===== config.mk =====
export PLATFORM = sky130hd
export DESIGN_NAME = rst_seq
export DESIGN_NICKNAME = d
export VERILOG_FILES = /design/src/rtl/rst_seq_pkg.sv /design/src/rtl/rst_seq_sync_2ff.sv /design/src/rtl/rst_seq.sv
export SDC_FILE = /design/constraint.sdc
export NUM_CORES = 1
export LEC_CHECK = 0
export CAP_MARGIN = 25
export CORE_MARGIN = 2
export CORE_UTILIZATION = 30
export CTS_BUF_LIST = sky130_fd_sc_hd__clkbuf_8
export DETAILED_ROUTE_END_ITERATION = 8
export GPL_ROUTABILITY_DRIVEN = 0
export PLACE_DENSITY = 0.56
export SYNTH_ARGS = -nofsm -noshare
export SYNTH_HDL_FRONTEND = slang
export SYNTH_HIERARCHICAL = 1
export SYNTH_SLANG_ARGS = --single-unit
export TNS_END_PERCENT = 100

===== constraint.sdc =====
create_clock -name clk_i -period 2.2 [get_ports clk_i]
set_input_delay 0.22 -clock clk_i [delete_from_list [all_inputs] [get_ports clk_i]]
set_output_delay 0.22 -clock clk_i [all_outputs]
set_load 0.02 [all_outputs]

===== src/rtl/rst_seq_pkg.sv =====
// Shared types for the reset sequencer: FSM states, reset-cause encodings
// and a small elaboration-time helper.
package rst_seq_pkg;

    typedef enum logic [1:0] {
        ST_WAIT_LOCK = 2'd0,
        ST_RELEASE   = 2'd1,
        ST_RUN       = 2'd2,
        ST_ASSERT    = 2'd3
    } state_t;

    typedef enum logic [1:0] {
        CAUSE_POR       = 2'b00,
        CAUSE_SW        = 2'b01,
        CAUSE_WDT       = 2'b10,
        CAUSE_LOCK_LOSS = 2'b11
    } cause_t;

    function automatic int max_int(input int a, input int b);
        return (a > b) ? a : b;
    endfunction

endpackage


===== src/rtl/rst_seq_sync_2ff.sv =====
// Two-flop synchroniser for a single asynchronous level; both flops clear
// on reset so the synchronised value reads 0 until the input is sampled.
module sync_2ff (
    input  logic clk_i,
    input  logic rst_n_i,
    input  logic d_i,
    output logic q_o
);

    logic meta_q;
    logic sync_q;

    always_ff @(posedge clk_i or negedge rst_n_i) begin
        if (!rst_n_i) begin
            meta_q <= 1'b0;
            sync_q <= 1'b0;
        end else begin
            meta_q <= d_i;
            sync_q <= meta_q;
        end
    end

    assign q_o = sync_q;

endmodule


===== src/rtl/rst_seq.sv =====
// Reset sequencer: waits for PLL lock, releases the domain resets one by one
// with a programmable gap, and re-asserts them all on SW/WDT/lock-loss events.
//
//   state     | meaning
//   ----------+-----------------------------------------------------------
//   WAIT_LOCK | all domains held in reset, waiting for synchronised lock
//   RELEASE   | counting down dly_i between successive domain releases
//   RUN       | all domains released, seq_done_o high, watching for events
//   ASSERT    | all domains held in reset for HOLD_CYC cycles after an event
module rst_seq
    import rst_seq_pkg::*;
#(
    parameter int NUM_DOM  = 4,
    parameter int DLY_W    = 8,
    parameter int HOLD_CYC = 16
) (
    input  logic               clk_i,
    input  logic               rst_n_i,
    input  logic               pll_lock_i,
    input  logic               sw_rst_req_i,
    input  logic               wdt_rst_req_i,
    input  logic [DLY_W-1:0]   dly_i,
    output logic [NUM_DOM-1:0] dom_rst_n_o,
    output logic               seq_done_o,
    output logic [1:0]         rst_cause_o
);

    localparam int IDX_W = $clog2(NUM_DOM + 1);
    localparam int CNT_W = max_int(DLY_W, $clog2(HOLD_CYC));

    localparam logic [CNT_W-1:0] HOLD_LD  = CNT_W'(HOLD_CYC - 1);
    localparam logic [IDX_W-1:0] LAST_IDX = IDX_W'(NUM_DOM - 1);

    logic               lock_s;
    state_t             state_q, state_d;
    logic [IDX_W-1:0]   idx_q, idx_d;
    logic [CNT_W-1:0]   cnt_q, cnt_d;
    logic [NUM_DOM-1:0] dom_q, dom_d;
    logic               done_q, done_d;
    cause_t             cause_q, cause_d;
    logic [CNT_W-1:0]   dly_ext;
    logic               event_hit;
    cause_t             event_cause;

    sync_2ff u_lock_sync (
        .clk_i   (clk_i),
        .rst_n_i (rst_n_i),
        .d_i     (pll_lock_i),
        .q_o     (lock_s)
    );

    assign dly_ext   = CNT_W'(dly_i);
    assign event_hit = !lock_s || wdt_rst_req_i || sw_rst_req_i;

    // Lock loss outranks the watchdog, which outranks software.
    always_comb begin
        event_cause = CAUSE_SW;
        if (!lock_s) begin
            event_cause = CAUSE_LOCK_LOSS;
        end else if (wdt_rst_req_i) begin
            event_cause = CAUSE_WDT;
        end
    end

    always_ff @(posedge clk_i or negedge rst_n_i) begin
        if (!rst_n_i) begin
            state_q <= ST_WAIT_LOCK;
            idx_q   <= '0;
            cnt_q   <= '0;
            dom_q   <= '0;
            done_q  <= 1'b0;
            cause_q <= CAUSE_POR;
        end else begin
            state_q <= state_d;
            idx_q   <= idx_d;
            cnt_q   <= cnt_d;
            dom_q   <= dom_d;
            done_q  <= done_d;
            cause_q <= cause_d;
        end
    end

    always_comb begin
        state_d = state_q;
        idx_d   = idx_q;
        cnt_d   = cnt_q;
        dom_d   = dom_q;
        done_d  = done_q;
        cause_d = cause_q;

        unique case (state_q)
            ST_WAIT_LOCK: begin
                dom_d  = '0;
                done_d = 1'b0;
                if (lock_s) begin
                    state_d = ST_RELEASE;
                    idx_d   = '0;
                    cnt_d   = dly_ext;
                end
            end

            ST_RELEASE, ST_RUN: begin
                if (event_hit) begin
                    state_d = ST_ASSERT;
                    idx_d   = '0;
                    cnt_d   = HOLD_LD;
                    dom_d   = '0;
                    done_d  = 1'b0;
                    cause_d = event_cause;
                end else if (state_q == ST_RELEASE) begin
                    if (cnt_q == '0) begin
                        for (int k = 0; k < NUM_DOM; k++) begin
                            if (idx_q == IDX_W'(k)) begin
                                dom_d[k] = 1'b1;
                            end
                        end
                        idx_d = idx_q + 1'b1;
                        cnt_d = dly_ext;
                        if (idx_q == LAST_IDX) begin
                            state_d = ST_RUN;
                            done_d  = 1'b1;
                        end
                    end else begin
                        cnt_d = cnt_q - 1'b1;
                    end
                end
            end

            ST_ASSERT: begin
                dom_d  = '0;
                done_d = 1'b0;
                if (cnt_q == '0) begin
                    state_d = ST_WAIT_LOCK;
                end else begin
                    cnt_d = cnt_q - 1'b1;
                end
            end

            default: begin
                state_d = ST_WAIT_LOCK;
                idx_d   = '0;
                cnt_d   = '0;
                dom_d   = '0;
                done_d  = 1'b0;
            end
        endcase
    end

    assign dom_rst_n_o = dom_q;
    assign seq_done_o  = done_q;
    assign rst_cause_o = cause_q;

endmodule


==> Yosys cells after proc, flatten, opt, wreduce, memory -nomap -nowiden <==
Index checks and enable logic that the tools add are counted.
{ "totals": {"in_bits": 13, "word_cells": 77, "reg_bits": 22} }
{ "op_classes": {"muxes": 32, "addsub": 2, "reduce_logical": 17, "eq_ne": 15} }
{ "op_table": {"columns": ["op", "n"], "rows": [
  ["$mux 8", 5],
  ["$pmux 8 s3", 1],
  ["$ne 3x3->1 const B", 6],
  ["$mux 2", 8],
  ["$reduce_and 3->1", 5],
  ["$mux 3", 4],
  ["$mux 4", 3],
  ["$logic_not 8->1", 1],
  ["$pmux 4 s2", 1],
  ["$sub 8x1->8 const B", 1],
  ["$mux 1", 7],
  ["$eq 3x2->1 const B", 2],
  ["$pmux 2 s3", 1],
  ["$pmux 3 s2", 1],
  ["$reduce_and 5->1", 1],
  ["$eq 2x2->1 const B", 2],
  ["$ne 2x2->1 const B", 2],
  ["$reduce_and 4->1", 1],
  ["$reduce_or 2->1", 2],
  ["$add 3x1->3 const B", 1],
  ["$eq 3x1->1 const B", 1],
  ["$logic_not 3->1", 1],
  ["$eq 2x1->1 const B", 1],
  ["$logic_not 2->1", 1],
  ["other kinds (6)", 7]
]} }

==> Longest topological paths before layout <==
Gate-level depths: netlist of the first run.
{ "depth": {"ltp_word": 6, "depth_mapped": 8} }

==> Hierarchy <==
The synthesis of the first run kept the hierarchy.
{ "modules_own_cells": {"columns": ["module", "cells_per_inst", "area_each_um2", "instances"], "rows": [
  ["rst_seq", 147, 1400.1, 1],
  ["sync_2ff", 2, 50.0, 1]
]} }

==> Worst setup path before layout of the first run <==
Ideal clock, no wire load.
{ "synth_path": {"path_kind": "reg-to-reg", "start": "register state_q[0]", "end": "register cnt_q[3]", "setup_ns": 0.096, "t_arrival_ns": 1.774, "required_ns": 2.104, "synth_period_minus_slack_ns": 1.870, "stages_incl_launch_ff": 9, "path_slack_ns": 0.330, "cell_sequence": "dfrtp_1 -> inv_1 -> ha_1 -> nand4bb_1 -> buf_4 -> o21ai_1 -> or2_1 -> buf_6 -> o32ai_2"} }
{ "synth_between": {"elab_chain_len": 4, "elab_cells_between_ends": 10, "classes_between": "eq/ne: 6; mux: 1; reduce/logical: 3"} }
{ "synth_rtl": {"columns": ["item", "line_no", "text"], "rows": [
  ["from (decl)", "rst_seq.sv:35", "state_t state_q, state_d;"],
  ["from (signal assigned)", "rst_seq.sv:74", "state_q <= state_d;"],
  ["$eq 2x1->1 or $eq 2x2->1 (tied branches)", "rst_seq.sv:91, rst_seq.sv:110", null],
  ["$reduce_or 2->1", "rst_seq.sv:91", "unique case (state_q)"],
  ["$ne 3x3->1 (no source line)", null, null],
  ["$reduce_and 3->1 (no source line)", null, null],
  ["to (signal assigned)", "rst_seq.sv:76", "cnt_q <= cnt_d;"],
  ["to (decl)", "rst_seq.sv:37", "logic [CNT_W-1:0] cnt_q, cnt_d;"]
]} }
Parallel ways exist; a longest one is shown, timed or not.
A chain may end at the register's enable or synchronous reset.

==> Final worst setup path of the first run <==
{ "layout_path": {"start": "register state_q[0]", "end": "register cnt_q[6]"} }
Same word-level chain as after synthesis.

==> flow_metrics.tcl, run 1 <==
set metrics [dict create \
    nNetsFinal 202 \
    vdd_drop_max_uv 522 \
    cts_hold_buf 0 \
    grt-ovfl-total 0 \
    synthAdderAreaFrac_pct 7.77 \
    die_h_um 73.5 \
    final_cells 233 \
    ys_types 47 \
    cap_viol_max_count 0 \
    drt_wl_total_mm 3.68 \
    synth_top_cell_area_share_pct 36.2 \
    dp.cells 226 \
    hold_class "in -> async" \
    utilization_pct 38.9 \
    critPathRequiredTime_ps 2380 \
    ff2ff_path_depth 6 \
    dr.pass1.iters 4 \
    end_kind "register" \
    setup_viol 0 \
    synth-xor-area-share_pct 0 \
    period_needed_ps 2090 \
    criticalPathCategory "reg -> reg" \
    fin_setup_tns_ps 0 \
    synth_top_family_by_area "compound AO/OA/AOI/OAI gates" \
    clockBufferDepth 2 \
    diodes 0 \
    rrSetupSlack_ps 110 \
    slew_headroom_pct 70.3 \
    p_leak_nw 0.732 \
    cp_max_fo 7 \
    hold_ws_ps 313 \
    regToRegStartpoint "state_q[0]" \
    tightest_slew_ps 439 \
    hpwl_mm 2.70 \
    r2r-end "cnt_q[6]" \
    powerDensity_mw_per_mm2 1260 \
    syn_area_mm2 0.00145 \
    syn_inst 149 \
    worstSetupStartpointType "register" \
    first_iter_violations 101 \
    cp_data_arrival_time_ps 2270 \
    die_w_um 73.5 \
    rsz0062_at_grt "false" \
    antenna_found_initial 0 \
    cts_max_level 1 \
    yosys-top-cells-area "dfrtp_1 (36%), ha_1 (7.8%), o221ai_2 (4.1%)" \
    tritoncts "built" \
    ys_top_cells_by_count "dfrtp_1 (21), inv_1 (12), o21ai_0 (11)" \
    vias 1260 \
    ys_ff_latch 21 \
    synth_top_area_cell "dfrtp_1" \
    fin_crit_sh_pct 95.0 \
    io_buffer_count 19 \
    ant_nets 0 \
    avgRoutedWirePerCell_um 15.8 \
    grt_usage_pct 14.4 \
    grt_pass1_vias 1243 \
    hold_viol_final 0 \
    clock_latency_ps 270 \
    post-place-ws_ps 155 \
    synth_nets 171 \
    async_reset_ff_share_pct 100 \
    cts-root-buf "clkbuf_8" \
    route.detailed.drc 0 \
    grt_first_pass_wirelength_mm 6.07 \
    yosysSeqAreaShare_pct 36.2 \
    power_mw 2.30 \
    drive_above_1_share_pct 20.1 \
    synth_flop_cell "dfrtp_1" \
    coreArea_mm2 0.00469 \
    maxSlewViolCount 0 \
    cts-buffers-inserted 3 \
    die-area_mm2 0.00541 \
    synth_edf_count 0 \
    yosysMostFrequentCell "dfrtp_1" \
    yosysWarnings 6 \
    synth_compound_area_share_pct 28.3 \
    placementRows 25 \
    start_util_pct 30.9 \
    area_delta_synth_final_pct 25.9 \
    fin_skew_ps 4.42 \
    synth_mux_area_share_pct 0 \
    yosys.area_share.simple_pct 21.0 \
    grt_max_degree 22 \
    fin_area_mm2 0.00183 \
    timing.final.ws_setup_ps 111 \
    routed_via_density 5.41 \
    synth_area_per_cell_um2 9.73 \
    fmaxAchievable_ghz 0.479 \
    place_area_mm2 0.00174 \
    ios 20 \
    status "complete, no violations" \
    cts.clk_slew.worst_paths_ps 90 \
    clock-sinks 21 \
]
## where the power goes
group / switching, mW / internal [mW]
combinational: 0.731 / 0.647
clock: 0.143 / 0.128
sequential: 0.148 / 0.501
total: 1.02 / 1.28
## repair_timing
| item | in CTS | in global routing |
|---|---|---|
| gates resized for setup | 0 | 1 |
| setup buffers | 0 | 3 |
| endpoints found under the setup margin | 0 | 1 |
## worst max path at each step
| stage | start | end | slack [ps] | cells after the start |
|---|---|---|---|---|
| 2_1_floorplan | state_q[0] | cnt_q[3] | 330 | 8 |
| 3_3_place_gp | state_q[0] | cnt_q[7] | 250 | 6 |
| 3_5_place_dp | state_q[0] | cnt_q[5] | 150 | 6 |
| 4_1_cts | state_q[0] | cnt_q[5] | 120 | 6 |
| 5_1_grt | state_q[0] | cnt_q[0] | 4 | 7 |
| 6_report | state_q[0] | cnt_q[6] | 110 | 6 |
## per-layer routing
| metal | global-route usage, % | vias to the layer above | share of wire, % |
|---|---|---|---|
| met5 | 0 | - | 0 |
| met4 | 3.03 | 0 | 0.73 |
| met3 | 3.57 | 5 | 4.2 |
| met2 | 23.1 | 31 | 48 |
| met1 | 19.7 | 610 | 47 |
| li1 | - | 614 | - |
## flip-flops by register name (all words and copies together) (netlist names)
signal and count:
u_lock_sync/meta_q 1, dom_rst_n_o 4, idx_q 3, cnt_q 8, state_q 2, rst_cause_o 2
u_lock_sync/q_o 1
## placed cells by master, fill, tap and decap left out, types with 4 or more instances in the layout
cell type        instances
nor3_1                   5
dfrtp_1                 21
a221oi_1                 4
nand2_1                  9
o21ai_0                 11
o221ai_2                 4
ha_1                     9
clkdlybuf4s50_1         19
nor2_1                   6
inv_1                   12
buf_4                   14
nor2b_1                  5
o21ai_1                  4
a21oi_1                  9
## cell type report
class | instances | area (um^2)
clock inverters | 1 | 7.51
clock buffers | 3 | 41.3
repair buffers | 33 | 295
inverters | 12 | 45.0
well taps | 54 | 67.6
multi-input cells | 109 | 843
flip-flops and latches | 21 | 526
fillers | 472 | 2870
## kinds of logic after synthesis
family          after synthesis
fa+ha+maj                     9
buf+inv                      19
compound gates               53
flops                        21
simple gates                 47
## worst max-delay path: stages, from the launching register on
cell,delay [ps]
dfrtp_1,420
inv_1,80
ha_1,450
nor4bb_1,490
a31o_2,280
a2bb2oi_1,110
o221ai_2,180
Power figures use the tool's default switching activity.
==> inputs of run 2 (changes only) <==
ABC_AREA = 1   (was default)
CORE_MARGIN = default   (was 2)
HOLD_SLACK_MARGIN = 0.02   (was default)
==> run 2 against run 1 <==
  * Clock skew is essentially flat
  * Critical endpoint is now cnt_q[7]
  * Synthesized area grew 1.0%
  * Clock-buffer cell count is the same
  * Largest power group unchanged
  * Clock power shrank 6%
  * Synthesized cell count grew 30%
  * Flip-flop and latch count is the same
  * First-iteration DRC count shrank 11%
  * Global-route usage shrank 0.92 points
  * Combinational power shrank 5%
==> flow_metrics.tcl, run 2 <==
set metrics [dict create \
    syn_inst 193 \
    clock_latency_ps 260 \
    yosysMostFrequentCell "nand2_1" \
    vias 1222 \
    syn_area_mm2 0.00147 \
    maxSlewViolCount 0 \
    coreArea_mm2 0.00472 \
    cp_max_fo 9 \
    fmaxAchievable_ghz 0.554 \
    fin_setup_tns_ps 0 \
    cts.clk_slew.worst_paths_ps 80 \
    diodes 0 \
    slew_headroom_pct 77.6 \
    timing.final.ws_setup_ps 397 \
    async_reset_ff_share_pct 100 \
    clockBufferDepth 2 \
    drt_wl_total_mm 2.91 \
    ys_types 24 \
    final_cells 282 \
    yosysSeqAreaShare_pct 35.9 \
    place_area_mm2 0.00173 \
    fin_skew_ps 4.04 \
    die_w_um 71.9 \
    die-area_mm2 0.00517 \
    cp_data_arrival_time_ps 2000 \
    layout_commonest_cell "nand2_1" \
    fin_area_mm2 0.00178 \
    cts_setup_buffers 0 \
    grt.met3_usage_pct 2.11 \
    setup_viol 0 \
    period_needed_ps 1800 \
    nNetsFinal 238 \
    first_iter_violations 90 \
    power_mw 2.19 \
    grt_use_met1_pct 19.7 \
    clock-sinks 21 \
    cts-buffers-inserted 3 \
    top_usage_layer "met2" \
    vdd_drop_max_uv 503 \
    largest_reg_flops 8 \
    synth_flop_cell "dfrtp_1" \
    avgRoutedWirePerCell_um 10.3 \
    hold_ws_ps 298 \
    yosysWarnings 6 \
    most-common-layout-cells "nand2_1 (62), inv_1 (21), dfrtp_1 (21)" \
    ff2ff_path_depth 8 \
    synth_area_per_cell_um2 7.59 \
    worstSetupStartpointType "register" \
    dr.pass1.iters 4 \
    grt-ovfl-total 0 \
    path_depth 8 \
    status "complete, no violations" \
    rsz0062_at_grt "false" \
    route.detailed.drc 0 \
    area_delta_synth_final_pct 21.3 \
    antenna_found_initial 0 \
    powerDensity_mw_per_mm2 1230 \
    tightest_slew_ps 336 \
    grtUsageMet2_pct 19.7 \
    cpLargestDelayFamily "simple AND/OR/NAND/NOR gates" \
    fin_crit_sh_pct 82.0 \
    grt_max_degree 22 \
    utilization_pct 37.6 \
    cpPeakStageDelay_ps 460 \
    synth_nets 215 \
    grt_usage_pct 13.5 \
    synth_top_area_cell "dfrtp_1" \
    yosys-top-cells-area "dfrtp_1 (36%), nand2_1 (16%), ha_1 (7.7%)" \
    hpwl_mm 2.24 \
    p_leak_nw 0.885 \
    cts-root-buf "clkbuf_8" \
    cts_hold_buf 0 \
    grt_first_pass_wirelength_mm 5.42 \
    ys_top_cells_by_count "nand2_1 (62), dfrtp_1 (21), inv_1 (20)" \
    tritoncts "built" \
    post-place-ws_ps 404 \
    placementRows 25 \
    dp.cells 278 \
    ant_nets 0 \
    hold_class "in -> async" \
    synth_top_cell_area_share_pct 35.9 \
    crit_top_cell "nand2_1" \
    routed_via_density 4.33 \
    io_buffer_count 19 \
    critPathRequiredTime_ps 2400 \
    drive_above_1_share_pct 14.9 \
    hold_viol_final 0 \
    cts_max_level 1 \
    ys_ff_latch 21 \
    cts_resized 0 \
    die_h_um 71.9 \
    path_buf_inv 2 \
    grt_pass1_vias 1206 \
    end_kind "register" \
    crit_path_cell_trace "inv_1 -> ha_1 -> inv_2 -> nor2_4 -> nand2_1 -> nand2_1 -> nand3_1 -> a21oi_2" \
    synth_edf_count 0 \
    regMostFlops "cnt_q" \
    slowest_stage "ha_1" \
    ios 20 \
    cap_viol_max_count 0 \
    start_util_pct 31.0 \
    criticalPathCategory "reg -> reg" \
]
## run 2: cell types whose count changed in the layout (fill, tap and decap cells not counted), sizes merged, moves of 7 or more
| cell | delta |
|---|---|
| nand3 | +12 |
| nor2 | +25 |
| nand2 | +58 |
| inv | +14 |
| a21oi | -7 |
| buf | -13 |
## run 2: worst paths after layout
| kind | startpoint | end | slack (ps) |
|---|---|---|---|
| worst max-delay path | state_q[0] | cnt_q[7] | 400 |
| worst min-delay path | rst_n_i | rst_cause_o[1] | 300 |
| worst max register to register | state_q[0] | cnt_q[7] | 400 |
| worst min register to register | u_lock_sync/meta_q | u_lock_sync/q_o | 350 |
| max in group asynchronous | rst_n_i | dom_rst_n_o[3] | 1680 |
| min in group clk_i | u_lock_sync/meta_q | u_lock_sync/q_o | 350 |
## run 2: metal layers
layer | part of all wire [%] | up-vias
met4 | 1.8 | 0
met3 | 3.2 | 5
met2 | 41 | 29
met1 | 53 | 537
li1 | - | 651
met5 | 0 | -
## run 2: power by group
part           internal, mW  leakage, nW  switching, mW
Sequential            0.506        0.263          0.122
Combinational         0.471        0.595          0.835
Clock                 0.125       0.0269          0.131
Total                  1.10        0.885           1.09
## run 2: final cells by class
| class | instances | area (um^2) |
|---|---|---|
| fillers | 490 | 2950 |
| well taps | 67 | 83.8 |
| flip-flops and latches | 21 | 526 |
| clock buffers | 3 | 41.3 |
| inverters | 25 | 98.8 |
| multi-input cells | 145 | 826 |
| repair buffers | 20 | 198 |
| clock inverters | 1 | 3.75 |
## run 2: cell families (layout without fill, tap and decap cells)
family | after synthesis | count (layout) | share of synthesized area [%]
AO/OA/AOI/OAI | 20 | 20 | 8.03
XOR/XNOR | 2 | 2 | 1.20
adder cells (fa/ha/maj) | 9 | 9 | 7.69
buffers and inverters | 27 | 49 | 7.77
flip-flops | 21 | 21 | 35.9
AND/OR/NAND/NOR | 114 | 114 | 39.5
==> inputs of run 3 (changes only) <==
PLACE_DENSITY = 0.58   (was 0.56)
clock period = 1.5 ns   (was 2.2 ns; I/O delays follow)
==> run 3 against run 2 <==
  * Clock power increased by 57%
  * Clock skew is 0.57 ps lower
  * Fmax is 21% higher
  * Global-route usage increased by 0.41 points
  * Critical path type unchanged
  * Largest cell class unchanged
==> flow_metrics.tcl, run 3 (same netlist as run 2, synthesis figures left out) <==
set metrics [dict create \
    grt_first_pass_wirelength_mm 5.69 \
    vias 1306 \
    fin_crit_sh_pct 99.3 \
    power_frac_comb_pct 66.8 \
    grt-ovfl-total 0 \
    slew_headroom_pct 81.5 \
    grt_usage_pct 13.9 \
    cts_hold_buf 0 \
    critPathRequiredTime_ps 1700 \
    vdd_drop_max_uv 941 \
    drt_wl_total_mm 3.20 \
    hold_class "in -> async" \
    tritoncts "built" \
    tightest_slew_ps 277 \
    setup_viol 0 \
    drive_above_1_share_pct 30.0 \
    intPower_mw 2.12 \
    hold_ws_ps 218 \
    clock-sinks 21 \
    most-common-layout-cells "nand2_1 (60), buf_4 (23), dfrtp_1 (19), clkdlybuf4s50_1 (19), nor2_1 (17)" \
    diodes 0 \
    antenna_found_initial 0 \
    rsz0062_at_grt "true" \
    fillCellCount 493 \
    cts-root-buf "clkbuf_8" \
    cap_viol_max_count 0 \
    end_kind "register" \
    fin_setup_tns_ps 0 \
    powerDensity_mw_per_mm2 1950 \
    ff2ff_path_depth 10 \
    swShare_pct 46.5 \
    ios 20 \
    hpwl_mm 2.47 \
    start_util_pct 31.0 \
    p_leak_nw 0.990 \
    criticalPathCategory "reg -> reg" \
    ant_nets 0 \
    power_frac_clock_pct 10.1 \
    clock_latency_ps 270 \
    grt_pass1_vias 1271 \
    dr.pass1.iters 4 \
    worstSetupStartpointType "register" \
    die_w_um 71.9 \
    clockBufferDepth 2 \
    fmaxAchievable_ghz 0.671 \
    grt_max_degree 22 \
    power_switching_mw 1.84 \
    largest_reg_flops 8 \
    area_delta_synth_final_pct 38.4 \
    cts-buffers-inserted 3 \
    io_buffer_count 19 \
    fin_skew_ps 3.47 \
    first_iter_violations 50 \
    route.detailed.drc 0 \
    nNetsFinal 260 \
    cp_max_fo 6 \
    routed_via_density 4.30 \
    cts_max_level 1 \
    status "complete, no violations" \
    layout_commonest_cell "nand2_1" \
    hold_viol_final 0 \
    regMostFlops "cnt_q" \
    seqPwrFrac_pct 23.2 \
    cp_data_arrival_time_ps 1690 \
    placementRows 25 \
    die_h_um 71.9 \
    period_needed_ps 1490 \
    die-area_mm2 0.00517 \
    maxSlewViolCount 0 \
    coreArea_mm2 0.00472 \
    cts.clk_slew.worst_paths_ps 90 \
    avgRoutedWirePerCell_um 10.5 \
]
[run 3: cell count changes in the layout (fill, tap and decap cells not counted), moves of 3 or more]
cell / previous run / this run
nor2_4: 4 / 7
buf_4: 1 / 23
inv_1: 21 / 14
inv_2: 4 / 9
[run 3: final cells by class]
type	instances	area (um^2)	area share [%]
clock buffers	3	41.3	2.04
inverters	25	104	5.12
clock inverters	1	7.51	0.370
multi-input cells	145	901	44.4
well taps	67	83.8	4.13
flip-flops and latches	21	528	26.0
repair buffers	42	363	17.9
[run 3: path summary, 6_finish.rpt]
kind,startpoint,endpoint,slack [ps]
max,state_q[0],cnt_q[6],10
min,rst_n_i,state_q[0],220
max reg2reg,state_q[0],cnt_q[6],10
min reg2reg,u_lock_sync/meta_q,u_lock_sync/q_o,360
max in group asynchronous,rst_n_i,cnt_q[2],1050
min in group clk_i,pll_lock_i,u_lock_sync/meta_q,310
[run 3: per-stage QoR]
step                cell area [um^2]  instances  setup WS [ps]  total power, mW  util, %
detailed placement              1890        298          -34.7             3.27     39.9
global placement                1890        298          -26.7             3.25     39.9
CTS                             1950        302           3.06             3.77     41.4
floorplan                       1470        193           6.43             2.47        -
global route                    2030        304          -75.2             4.37     42.9
finish                          2030        304           10.1             3.96     42.9
[run 3: routing by layer]
layer | share of wire, % | GRT usage [%] | vias up
met5 | 0 | 0 | -
met4 | 1.0 | 3.92 | 0
met3 | 2.9 | 2.11 | 2
met2 | 44 | 23.3 | 19
met1 | 52 | 18.7 | 588
li1 | - | - | 697
[run 3: repair_timing]
| action | CTS | global route |
|---|---|---|
| pin swaps | 0 | 16 |
| setup buffers | 0 | 2 |
| resized for setup | 3 | 20 |
| endpoints found under the setup margin | 11 | 13 |
| endpoints found under the hold margin | 0 | 0 |
[run 3: critical path: stages, from the launching register on]
cell,delay [ps]
dfrtp_1,400
inv_2,60
ha_4,310
inv_4,50
nor2_4,160
nand2_1,80
nand2_2,120
inv_2,40
nor2_2,90
nor2_1,40
nor2_1,70
[run 3: power by group through the flow]
stage | registers [mW] | logic [mW] | clock network (mW)
after floorplan | 0.921 | 1.55 | 0
after detailed placement | 0.903 | 2.36 | 0
final | 0.917 | 2.65 | 0.400
after global routing | 0.936 | 3.00 | 0.431
after global placement | 0.898 | 2.36 | 0
after CTS | 0.894 | 2.45 | 0.421
